**src/rtl/regfile_writeback_arb_if.sv**
```systemverilog
// regfile_writeback_arb_if: result, scoreboard and regfile-write signals of the writeback arbiter.
// Bypass read signals exist only when WB_BYPASS_EN is defined.
interface regfile_writeback_arb_if;
  logic        alu_valid;
  logic [4:0]  alu_reg;
  logic [31:0] alu_data;
  logic        md_valid;
  logic        md_ready;
  logic [4:0]  md_reg;
  logic [31:0] md_data;
  logic        md_issue;
  logic [4:0]  md_issue_reg;
  logic [31:0] busy_mask;
  logic        ctrl_writeEnable;
  logic [4:0]  ctrl_writeReg;
  logic [31:0] data_writeReg;
`ifdef WB_BYPASS_EN
  logic [4:0]  ctrl_readRegA, ctrl_readRegB;
  logic [31:0] rf_readA, rf_readB;
  logic [31:0] fwd_readA, fwd_readB;
`endif
  modport slave (
    input  alu_valid, alu_reg, alu_data, md_valid, md_reg, md_data, md_issue, md_issue_reg,
`ifdef WB_BYPASS_EN
    input  ctrl_readRegA, ctrl_readRegB, rf_readA, rf_readB,
    output fwd_readA, fwd_readB,
`endif
    output md_ready, busy_mask, ctrl_writeEnable, ctrl_writeReg, data_writeReg
  );
  modport master (
    output alu_valid, alu_reg, alu_data, md_valid, md_reg, md_data, md_issue, md_issue_reg,
`ifdef WB_BYPASS_EN
    output ctrl_readRegA, ctrl_readRegB, rf_readA, rf_readB,
    input  fwd_readA, fwd_readB,
`endif
    input  md_ready, busy_mask, ctrl_writeEnable, ctrl_writeReg, data_writeReg
  );
endinterface

```
**src/rtl/regfile_writeback_arb.sv**
```systemverilog
// regfile_writeback_arb: merges ALU and buffered mult/div results onto the regfile write port.
// Optional write-to-read bypass enabled by defining WB_BYPASS_EN.
module regfile_writeback_arb #(
  parameter int MD_DEPTH = 4,
  parameter int MD_AW    = 2
) (
  input logic clock,
  input logic ctrl_reset_n,
  regfile_writeback_arb_if.slave wb
);
  logic [4:0]    reg_mem [MD_DEPTH];
  logic [31:0]   dat_mem [MD_DEPTH];
  logic [MD_AW-1:0] rd_q, rd_d, wr_q, wr_d;
  logic [MD_AW:0]   cnt_q, cnt_d;
  logic [31:0]   busy_q, busy_d, set_m, clr_m;
  logic          we_q, we_d;
  logic [4:0]    wreg_q, wreg_d, win_reg;
  logic [31:0]   wdata_q, wdata_d, win_data;
  logic          full, empty, push, pop, win;
  always_comb begin
    full     = cnt_q == (MD_AW+1)'(MD_DEPTH);
    empty    = cnt_q == '0;
    push     = wb.md_valid && !full;
    pop      = !wb.alu_valid && !empty;
    win      = wb.alu_valid || !empty;
    win_reg  = wb.alu_valid ? wb.alu_reg : reg_mem[rd_q];
    win_data = wb.alu_valid ? wb.alu_data : dat_mem[rd_q];
    // reg 0 winners are consumed but never written; address/data then hold
    we_d     = win && win_reg != 5'd0;
    wreg_d   = we_d ? win_reg : wreg_q;
    wdata_d  = we_d ? win_data : wdata_q;
    rd_d     = pop ? rd_q + 1'b1 : rd_q;
    wr_d     = push ? wr_q + 1'b1 : wr_q;
    cnt_d    = cnt_q + (MD_AW+1)'(push) - (MD_AW+1)'(pop);
    clr_m    = pop ? 32'(1) << reg_mem[rd_q] : 32'd0;
    set_m    = (wb.md_issue && wb.md_issue_reg != 5'd0) ? 32'(1) << wb.md_issue_reg : 32'd0;
    busy_d   = (busy_q & ~clr_m) | set_m;
  end
  always_ff @(posedge clock or negedge ctrl_reset_n) begin
    if (!ctrl_reset_n) begin
      rd_q    <= '0;
      wr_q    <= '0;
      cnt_q   <= '0;
      busy_q  <= '0;
      we_q    <= 1'b0;
      wreg_q  <= '0;
      wdata_q <= '0;
    end else begin
      rd_q    <= rd_d;
      wr_q    <= wr_d;
      cnt_q   <= cnt_d;
      busy_q  <= busy_d;
      we_q    <= we_d;
      wreg_q  <= wreg_d;
      wdata_q <= wdata_d;
    end
  end
  always_ff @(posedge clock) begin
    if (push) begin
      reg_mem[wr_q] <= wb.md_reg;
      dat_mem[wr_q] <= wb.md_data;
    end
  end
  assign wb.md_ready         = !full;
  assign wb.busy_mask        = busy_q;
  assign wb.ctrl_writeEnable = we_q;
  assign wb.ctrl_writeReg    = wreg_q;
  assign wb.data_writeReg    = wdata_q;
`ifdef WB_BYPASS_EN
  assign wb.fwd_readA = (we_q && wreg_q == wb.ctrl_readRegA && wb.ctrl_readRegA != 5'd0) ? wdata_q : wb.rf_readA;
  assign wb.fwd_readB = (we_q && wreg_q == wb.ctrl_readRegB && wb.ctrl_readRegB != 5'd0) ? wdata_q : wb.rf_readB;
`endif
endmodule
```
**src/flat_wrapper.sv**
```systemverilog
// flat-port wrapper written by rule: the top's interface ports become plain ports
module regfile_writeback_arb_flat 
#(
  parameter int MD_DEPTH = 4,
  parameter int MD_AW    = 2
)
  (clock, ctrl_reset_n, wb_alu_valid, wb_alu_reg, wb_alu_data, wb_md_valid, wb_md_reg, wb_md_data, wb_md_issue, wb_md_issue_reg, wb_md_ready, wb_busy_mask, wb_ctrl_writeEnable, wb_ctrl_writeReg, wb_data_writeReg);
  regfile_writeback_arb_if wb_i ();
  input logic clock;
  input logic ctrl_reset_n;
  input wire logic [$bits(wb_i.alu_valid)-1:0] wb_alu_valid;
  input wire logic [$bits(wb_i.alu_reg)-1:0] wb_alu_reg;
  input wire logic [$bits(wb_i.alu_data)-1:0] wb_alu_data;
  input wire logic [$bits(wb_i.md_valid)-1:0] wb_md_valid;
  input wire logic [$bits(wb_i.md_reg)-1:0] wb_md_reg;
  input wire logic [$bits(wb_i.md_data)-1:0] wb_md_data;
  input wire logic [$bits(wb_i.md_issue)-1:0] wb_md_issue;
  input wire logic [$bits(wb_i.md_issue_reg)-1:0] wb_md_issue_reg;
  output wire logic [$bits(wb_i.md_ready)-1:0] wb_md_ready;
  output wire logic [$bits(wb_i.busy_mask)-1:0] wb_busy_mask;
  output wire logic [$bits(wb_i.ctrl_writeEnable)-1:0] wb_ctrl_writeEnable;
  output wire logic [$bits(wb_i.ctrl_writeReg)-1:0] wb_ctrl_writeReg;
  output wire logic [$bits(wb_i.data_writeReg)-1:0] wb_data_writeReg;
  assign wb_i.alu_valid = wb_alu_valid;
  assign wb_i.alu_reg = wb_alu_reg;
  assign wb_i.alu_data = wb_alu_data;
  assign wb_i.md_valid = wb_md_valid;
  assign wb_i.md_reg = wb_md_reg;
  assign wb_i.md_data = wb_md_data;
  assign wb_i.md_issue = wb_md_issue;
  assign wb_i.md_issue_reg = wb_md_issue_reg;
  assign wb_md_ready = wb_i.md_ready;
  assign wb_busy_mask = wb_i.busy_mask;
  assign wb_ctrl_writeEnable = wb_i.ctrl_writeEnable;
  assign wb_ctrl_writeReg = wb_i.ctrl_writeReg;
  assign wb_data_writeReg = wb_i.data_writeReg;
  regfile_writeback_arb #(.MD_DEPTH(MD_DEPTH), .MD_AW(MD_AW)) u_core (.clock(clock), .ctrl_reset_n(ctrl_reset_n), .wb(wb_i));
endmodule
```
**config.mk**
```make
export PLATFORM = sky130hd
export DESIGN_NAME = regfile_writeback_arb_flat
export DESIGN_NICKNAME = d
export VERILOG_FILES = /design/src/rtl/regfile_writeback_arb_if.sv /design/src/rtl/regfile_writeback_arb.sv /design/src/flat_wrapper.sv
export SDC_FILE = /design/constraint.sdc
export NUM_CORES = 1
export LEC_CHECK = 0
export CORE_MARGIN = 2
export CORE_UTILIZATION = 51
export CTS_CLUSTER_SIZE = 16
export DETAILED_ROUTE_END_ITERATION = 10
export GPL_ROUTABILITY_DRIVEN = 0
export PLACE_DENSITY_LB_ADDON = 0.12
export SYNTH_ARGS = -nofsm -noshare
export SYNTH_HDL_FRONTEND = slang
export SYNTH_SLANG_ARGS = --single-unit
```
**constraint.sdc**
```tcl
create_clock -name clock -period 2.6 [get_ports clock]
set_clock_uncertainty 0.15 [all_clocks]
set_input_delay 0.52 -clock clock [delete_from_list [all_inputs] [get_ports clock]]
set_output_delay 0.52 -clock clock [all_outputs]
set_load 0.01 [all_outputs]
```
## Word-level counts from Yosys, hierarchy flattened

Memories as Yosys holds them, arrays and structs flattened.
Cells that the tools add are included.

| word-level totals | value |
|---|---|
| register bits after elaboration | 77 |
| input port bits | 84 |
| word-level logic and storage cells | 36 |
| memories | 2 |
| RAM bits | 148 |

Memory list:

| name | depth | bits a word | rd ports | clocked after memory_dff | wr ports | line | text |
|---|---|---|---|---|---|---|---|
| u_core.dat_mem | 4 | 32 | 1 | 0 | 1 | regfile_writeback_arb.sv:12 | `logic [31:0] dat_mem [MD_DEPTH];` |
| u_core.reg_mem | 4 | 5 | 1 | 0 | 1 | regfile_writeback_arb.sv:11 | `logic [4:0] reg_mem [MD_DEPTH];` |

| operators by class | value |
|---|---|
| bitwise gates (word level) | 3 |
| shifts and indexed selects | 2 |
| equality and inequality tests | 1 |
| add/sub/neg operators | 4 |
| muxes and demuxes | 6 |
| reductions and logical operators | 11 |

Operators by type and width:

| cell | count |
|---|---|
| two-way mux 32 bit | 3 |
| << shifter 1 x 5 -> 32 bit, first input constant | 2 |
| bitwise AND 32 bit | 1 |
| NOT 32 bit | 1 |
| OR 32 bit | 1 |
| nonzero test 5 bit | 2 |
| two-way mux 5 bit | 1 |
| adder 2 x 1 -> 2 bit, second input constant | 2 |
| logical AND 1 bit | 4 |
| adder 3 x 1 -> 3 bit | 1 |
| == test 3 bit, second input constant | 1 |
| logical NOT 1 bit | 3 |
| logical NOT 3 bit | 1 |
| subtractor 3 x 1 -> 3 bit | 1 |
| two-way mux 1 bit | 2 |
| logical OR 1 bit | 1 |

## Longest topological paths before layout

Gate-level depths: netlist of run 1.

| logic depth | value |
|---|---|
| depth in word-level cells | 7 |
| mapped depth | 10 |
| depth with buffers taken out | 9 |

## Worst setup path before layout of run 1

No wires, ideal clock.

| timing | value |
|---|---|
| path type | input port to flip-flop |
| from | input wb_alu_valid |
| to | register u_core.cnt_q[2] |
| setup slack | 70 ps |
| data required time | 2324 ps |
| arrival | 2255 ps |
| buffers on the path | 2 |
| stages on the path | 10 |
| cells stage by stage | buf_2 > clkbuf_1 > nor2_1 > ha_1 > inv_1 > ha_1 > inv_1 > fa_1 > xnor2_1 > xnor2_1 |

| between the ends | value |
|---|---|
| longest elaborated chain between the ends | 3 |

RTL lines:

| what | line | text |
|---|---|---|
| start, declared | flat_wrapper.sv:11 | `input wire logic [$bits(wb_i.alu_valid)-1:0] wb_alu_valid;` |
| logical NOT 1 bit | regfile_writeback_arb.sv:24 | `pop = !wb.alu_valid && !empty;` |
| logical AND 1 bit | regfile_writeback_arb.sv:24 |  |
| named net u_core.pop | regfile_writeback_arb.sv:19 | `logic full, empty, push, pop, win;` |
| subtractor 3 x 1 -> 3 bit | regfile_writeback_arb.sv:34 | `cnt_d = cnt_q + (MD_AW+1)'(push) - (MD_AW+1)'(pop);` |
| named net u_core.cnt_d[2] | regfile_writeback_arb.sv:14 | `logic [MD_AW:0] cnt_q, cnt_d;` |
| end signal, assigned | regfile_writeback_arb.sv:51 | `cnt_q <= cnt_d;` |
| end, declared | regfile_writeback_arb.sv:14 |  |

The timed path passes the listed nets, and every way through them passes these cells.
A chain may end at the register's enable or synchronous reset.

## Worst setup path after layout of run 1

| timing | value |
|---|---|
| from | register u_core.rd_q[1] |
| to | register u_core.wdata_q[14] (netlist: u_core.wb.data_writeReg[14]) |

| between the ends | value |
|---|---|
| longest elaborated chain between the ends | 4 |
| elaborated cells between the ends (all ways) | 6 |
| classes of those cells | mux (2); reduce/logical (2); memory (2) |

RTL lines:

| what | line | text |
|---|---|---|
| start, declared | regfile_writeback_arb.sv:13 | `logic [MD_AW-1:0] rd_q, rd_d, wr_q, wr_d;` |
| start signal, assigned | regfile_writeback_arb.sv:49 | `rd_q <= rd_d;` |
| memory (4 x 5 bit) | - |  |
| two-way mux 5 bit | regfile_writeback_arb.sv:26 | `win_reg = wb.alu_valid ? wb.alu_reg : reg_mem[rd_q];` |
| nonzero test 5 bit | regfile_writeback_arb.sv:29 | `we_d = win && win_reg != 5'd0;` |
| logical AND 1 bit | regfile_writeback_arb.sv:29 |  |
| end signal, assigned | regfile_writeback_arb.sv:55 | `wdata_q <= wdata_d;` |
| end, declared | regfile_writeback_arb.sv:18 | `logic [31:0] wdata_q, wdata_d, win_data;` |

Parallel ways exist; a longest one is shown, timed or not.

==> results of run 1 <==
[cell usage after synthesis (7+ instances only)]
master and n:
mux2_2 7, dfrtp_1 77, nand2_1 115, mux2_4 30
nand2b_1 7, edfxtp_1 148, o21ai_0 40, clkbuf_1 7
or3_1 7, mux4_2 36, buf_2 8, o21ai_1 19
[per-layer routing]
metal | vias up | track usage, %
met1 | 2815 | 27.92
li1 | 2572 | -
met5 | - | 0
met4 | 0 | 5.795
met2 | 208 | 35.98
met3 | 31 | 4.662
[cell usage in the layout (no fill, tap or decap), types with 2 or more instances in the layout]
cell type / instances
clkbuf_16: 25
nor4_1: 2
clkdlybuf4s50_1: 152
inv_1: 6
nor2b_1: 2
buf_4: 25
nor3_1: 3
or3_1: 7
clkinv_2: 5
nand3_1: 6
clkinvlp_4: 3
mux4_2: 36
ha_1: 6
nand3b_1: 5
dfrtp_1: 75
or4_1: 2
clkbuf_1: 4
buf_12: 7
nand2b_1: 7
or2_2: 6
nor2_1: 5
o21ai_1: 19
edfxtp_1: 148
xnor2_1: 4
and3_2: 4
o31ai_1: 5
o21ai_0: 40
mux2_1: 4
mux2_2: 7
clkbuf_8: 3
mux2i_1: 2
nand2_1: 115
mux2_4: 30
[layout make-up]
class / instances / share of cell area, %
clock inverter: 12 / 0.9230
multi-input combinational: 330 / 22.53
sequential: 225 / 52.85
tap: 229 / 2.375
clock buffer: 32 / 5.652
timing repair buffer: 186 / 15.45
inverter: 7 / 0.2178
[power by group]
part           leakage [nW]  internal (mW)  total (mW)  switching (mW)
sequential             2.28           4.87        5.33           0.463
clock                 0.384           1.96        3.33            1.37
combinational          1.97           2.49        4.60            2.11
[how the worst max path moves through the flow]
stage,from,endpoint,slack (ps),depth (start not counted)
floorplan,wb_alu_valid,u_core.cnt_q[2],70,10
global placement,wb_alu_reg[3],u_core.wb.data_writeReg[10],-80,6
detailed placement,wb_alu_reg[3],u_core.wb.data_writeReg[0],-90,6
CTS,u_core.rd_q[1],u_core.wb.data_writeReg[4],0.08,6
global route,u_core.rd_q[1],u_core.wb.data_writeReg[4],6,6
finish,u_core.rd_q[1],u_core.wb.data_writeReg[14],80,7
[registers in the layout, indices dropped and copies added (netlist names)]
name and cells:
u_core.wb.busy_mask 32, u_core.dat_mem 128, u_core.cnt_q 3, u_core.reg_mem 20
u_core.wb.data_writeReg 32, u_core.wr_q 2, u_core.wb.ctrl_writeEnable 1, u_core.wb.ctrl_writeReg 5
u_core.rd_q 2
[kinds of logic after synthesis]
| family | Yosys count | synth area share [%] |
|---|---|---|
| buf+inv | 33 | 1.813 |
| fa+ha+maj | 7 | 1.028 |
| xor+xnor | 5 | 0.4734 |
| compound gates | 69 | 4.139 |
| simple gates | 170 | 8.481 |
| mux | 79 | 15.19 |
| flops | 225 | 68.88 |
[worst reg2reg max path, cell delays in order (launching register included)]
cell and delay [ps]:
dfrtp_4 550, buf_4 170, mux2_1 210, nor4_1 50, or4_1 540, nand3_4 200
buf_12 190, mux2_2 340
[repair_timing]
| item | in CTS | in global routing |
|---|---|---|
| setup endpoints to repair | 0 | 35 |
| gates resized for setup | 0 | 2 |
| setup buffers | 0 | 6 |
| hold buffers | 1 | 0 |
| endpoints found under the hold margin | 44 | 0 |
[metrics by stage]
stage	worst slack [ps]	instances	area [um^2]
2_1_floorplan	69.56	588	9250
3_3_place_gp	-78.87	970	11210
3_5_place_dp	-91.93	970	11210
4_1_cts	0.07994	1015	12020
5_1_grt	6.054	1021	12060
6_report	80.65	1021	12060
==> flow_summary.yaml, run 1 <==
floorplan:
  die_x_um: 138.7
  io_pins: 155
  initial_utilization_pct: 51.67
  core_um2: 17900
  dieHeight_um: 138.7
  std_cell_rows: 49
  dieArea_um2: 19230
route:
  ant_nets: 0
  met1_length_um: 8179
  highest_layer: "met4"
  drt_iter0_markers: 348
  vias: 5626
  drc: 0
  avgViaCountPerCell: 5.510
  met3_length_um: 1267
  first_pass_iters: 5
  drt-wirelength-per-cell_um: 19.49
  routed-wl-met2_um: 9973
  wl_um: 19900
critical_path:
  crit_type: "reg -> reg"
  path_max_fanout: 13
  crit_required_ps: 2850
  rr_worst_depth: 7
  crit_path_end_kind: "register"
  rrSetupSlack_ps: 80
  critPathSlowestCell: "dfrtp_4"
  r2r-start: "u_core.rd_q[1]"
  cp_slowest_stage_delay_ps: 550
  r2r-end: "u_core.wb.data_writeReg[14]"
  cp_cell_sequence: "buf_4 -> mux2_1 -> nor4_1 -> or4_1 -> nand3_4 -> buf_12 -> mux2_2"
  critPathTopFamily: "simple AND/OR/NAND/NOR gates"
  cp_num_buf_inv: 2
  startpoint_type: "register"
  arrival_ps: 2770
timing:
  final.setup.tns_ps: 0
  min_period_over_period_pct: 96.90
  fmax_ghz: 0.3969
  hold_slack_ps: 350.2
  finalSetupViolations: 0
  finalHoldViolations: 0
  tightestPinTransition_ps: 662.4
  fin_crit_ps: 2519
  max_slew_margin_pct: 55.84
  rsz0062_at_grt: "false"
  slew_violations: 0
cts:
  cts.clk_slew.worst_paths_ps: 60
  clk_latency_ps: 510
  cts.root.buffer_cell: "clkbuf_16"
  cts_buffer_depth: 3
  htreeDepth: 1
  cts_tree: "built"
  cts_num_sinks: 225
  cts_buffers: 24
placed_design:
  io_buffers: 154
  hpwl_um: 13150
synth:
  ys_seq_area_share_pct: 68.88
  synth_edf_count: 148
  syn_area_per_cell_um2: 15.73
  netlist.area_leader.share_pct: 48.05
  ys_seq_elements: 225
  yosysWarnings: 0
  netlist_instances: 588
  async_flop_share_pct: 34.22
  synth_nets: 679
  syn_area_um2: 9250
  synth_flop_cell: "edfxtp_1"
  yosys.area.top_type: "edfxtp_1"
  synth_area_leaders: "edfxtp_1 (48%), dfrtp_1 (21%), mux4_2 (8.8%)"
  synth.distinct_cells: 43
final_layout:
  diodes: 0
  final-seq-area_um2: 6376
  syn_to_final_growth_pct: 30.42
  final_nets: 865
  drive_gt1_share_pct: 20.71
  final_util_pct: 67.39
  fill_cells: 1259
  multi_input_area_um2: 2718
global_route:
  grt_pass1_vias: 6007
  grt_start_max_net_pins: 47
  antenna_found_initial: 0
  grt_first_pass_wirelength_um: 32140
  grtUsageTotal_pct: 21.15
  grt-ovfl-total: 0
min_path:
  holdPathStages: 2
  min_path_type: "reg -> reg"
  hold_start: "u_core.wb.busy_mask[6]"
  hold_end: "u_core.wb.busy_mask[6]"
power_and_ir_drop:
  cellPowerDensity_nw_per_um2: 1099
  ir_worst_vdd_mv: 0.7422
  total_power_mw: 13.26
  power_leakage_nw: 4.629
status:
  outcome: "finished, final reports clean"
job:
  drv_cap: 0
Power figures use the tool's default switching activity.
==> run 2, diff against run 1 <==
--- a/config.mk
+++ b/config.mk
@@ -7,2 +7,3 @@
 export LEC_CHECK = 0
+export CAP_MARGIN = 20
 export CORE_MARGIN = 2
==> constraint.sdc (replaced) <==
create_clock -name clock -period 2.6 [get_ports clock]
set_clock_uncertainty 0.15 [all_clocks]
set_input_delay 0.26 -clock clock [delete_from_list [all_inputs] [get_ports clock]]
set_output_delay 0.26 -clock clock [all_outputs]
set_load 0.01 [all_outputs]
==> run 2 against run 1 <==
Against the previous run: critical path type unchanged; sequential power is essentially flat; largest power group unchanged; first-iteration DRC count grew 6.0%; clock power shrank 5%; sequential cell count is the same; global-route usage is 0.62 points higher; final cell count down 0.78%; sequential share of layout area up 0.62 points.
==> flow_summary.yaml, run 2 (synthesis results as in run 1) <==
final_layout:
  final_nets: 858
  drive_gt1_share_pct: 19.64
  final_cell_mix: "clkdlybuf4s50_1 (152), edfxtp_1 (148), nand2_1 (115)"
  final-seq-area_um2: 6374
  largest_register: "u_core.dat_mem"
  largest_reg_flops: 128
  final_cells: 1013
  multi_input_area_um2: 2721
  fill_cells: 1283
  syn_to_final_growth_pct: 28.85
  layout_commonest_cell: "clkdlybuf4s50_1"
  diodes: 0
cts:
  clk_latency_ps: 520
  cts_setup_buffers: 0
  cts.clk_slew.worst_paths_ps: 60
  cts_tree: "built"
  cts.root.buffer_cell: "clkbuf_16"
  cts_num_sinks: 225
  cts_buffer_depth: 3
  htreeDepth: 1
  cts_buffers: 23
power_and_ir_drop:
  p_clk_share_pct: 24.3
  power_frac_comb_pct: 34.7
  seq_power_share_pct: 41.0
  ir_worst_vdd_mv: 0.7154
  cellPowerDensity_nw_per_um2: 1095
  p_switching_mw: 3.922
  switching_share_pct: 30.05
  power_leakage_nw: 4.567
  p_int_mw: 9.131
route:
  drt_iter0_markers: 369
  wl_um: 20760
  ant_nets: 0
  drt-wirelength-per-cell_um: 20.49
  drc: 0
  avgViaCountPerCell: 5.474
  vias: 5545
  first_pass_iters: 5
global_route:
  grt_first_pass_wirelength_um: 32880
  grt_start_max_net_pins: 49
  antenna_found_initial: 1
  grt-ovfl-total: 0
  grtUsageTotal_pct: 21.77
  grt_pass1_vias: 5954
floorplan:
  core_um2: 17900
  die_x_um: 138.7
  std_cell_rows: 49
  dieHeight_um: 138.7
  dieArea_um2: 19230
  initial_utilization_pct: 51.67
  io_pins: 155
placed_design:
  io_buffers: 154
  hpwl_um: 14150
  dpl_worst_slack_ps: 113.9
  dp.cells: 970
status:
  outcome: "finished, final reports clean"
critical_path:
  cp_slowest_stage_delay_ps: 530
  crit_required_ps: 2830
  crit_path_end_kind: "register"
  cp_num_buf_inv: 1
  cp_cell_sequence: "mux2_2 -> a2111oi_0 -> or4_1 -> nand3_4 -> buf_12 -> mux2_4"
  path_max_fanout: 29
  startpoint_type: "register"
  critPathTopFamily: "multiplexers"
  arrival_ps: 2730
  crit_type: "reg -> reg"
  critPathSlowestCell: "dfrtp_2"
timing:
  slew_violations: 0
  min_period_over_period_pct: 96.02
  fmax_ghz: 0.4005
  rsz0062_at_grt: "false"
  max_slew_margin_pct: 57.24
  setup_ws_ps: 103.4
  fin_crit_ps: 2497
  hold_slack_ps: 170.9
  finalHoldViolations: 0
  tightestPinTransition_ps: 641.4
  final.setup.tns_ps: 0
  finalSetupViolations: 0
job:
  drv_cap: 0
min_path:
  min_path_type: "in -> async"
-- run 2: worst paths after layout --
kind | from | to | slack [ps] | cells after the start
max in group asynchronous | ctrl_reset_n | u_core.wb.data_writeReg[24] | 1470 | 3
setup / recovery | u_core.rd_q[1] | u_core.wb.data_writeReg[24] | 100 | 6
setup reg to reg | u_core.rd_q[1] | u_core.wb.data_writeReg[24] | 100 | 6
min in group clock | wb_md_data[20] | u_core.dat_mem[0][20] | 220 | 1
hold / removal | ctrl_reset_n | u_core.rd_q[1] | 170 | 2
hold reg to reg | u_core.wb.busy_mask[4] | u_core.wb.busy_mask[4] | 340 | 2
-- run 2: final cells by class --
class / instances / share of cell area, %
Multi-Input combinational cell: 330 / 22.83
Sequential cell: 225 / 53.47
Clock buffer: 36 / 5.837
Inverter: 7 / 0.2204
Timing Repair Buffer: 180 / 14.95
Clock inverter: 6 / 0.2834
Tap cell: 229 / 2.404
-- run 2: worst reg2reg max path, stage by stage, from the launching register on --
cell and delay, ps:
dfrtp_2 530, mux2_2 390, a2111oi_0 400, or4_1 250
nand3_4 100, buf_12 200, mux2_4 340
-- run 2: power groups by stage --
| stage | Sequential, mW | Combinational [mW] | Clock, mW |
|---|---|---|---|
| final | 5.36 | 4.52 | 3.17 |
| after global routing | 5.46 | 4.89 | 3.37 |
| after CTS | 5.36 | 4.59 | 3.23 |
| after detailed placement | 5.42 | 4.58 | 0 |
| after global placement | 5.36 | 4.47 | 0 |
| after floorplan | 5.49 | 2.44 | 0 |
-- run 2: timing repair --
action	in CTS	in global routing
hold buffers	1	0
setup endpoints to repair	0	1
gates resized for setup	0	1
endpoints found under the hold margin	45	0
-- run 2: per-layer routing --
metal	GRT usage, %	part of all wire (%)
met5	0	0.063
met1	29.50	42
met3	4.696	5.9
met4	5.104	1.9
met2	36.71	50
-- run 2: stage by stage --
step / cell area, um^2 / total power, mW / util [%]
CTS: 11910 / 13.18 / 66.55
finish: 11920 / 13.05 / 66.58
detailed placement: 11170 / 9.992 / 62.42
floorplan: 9250 / 7.923 / -
global route: 11920 / 13.72 / 66.58
global placement: 11170 / 9.832 / 62.42
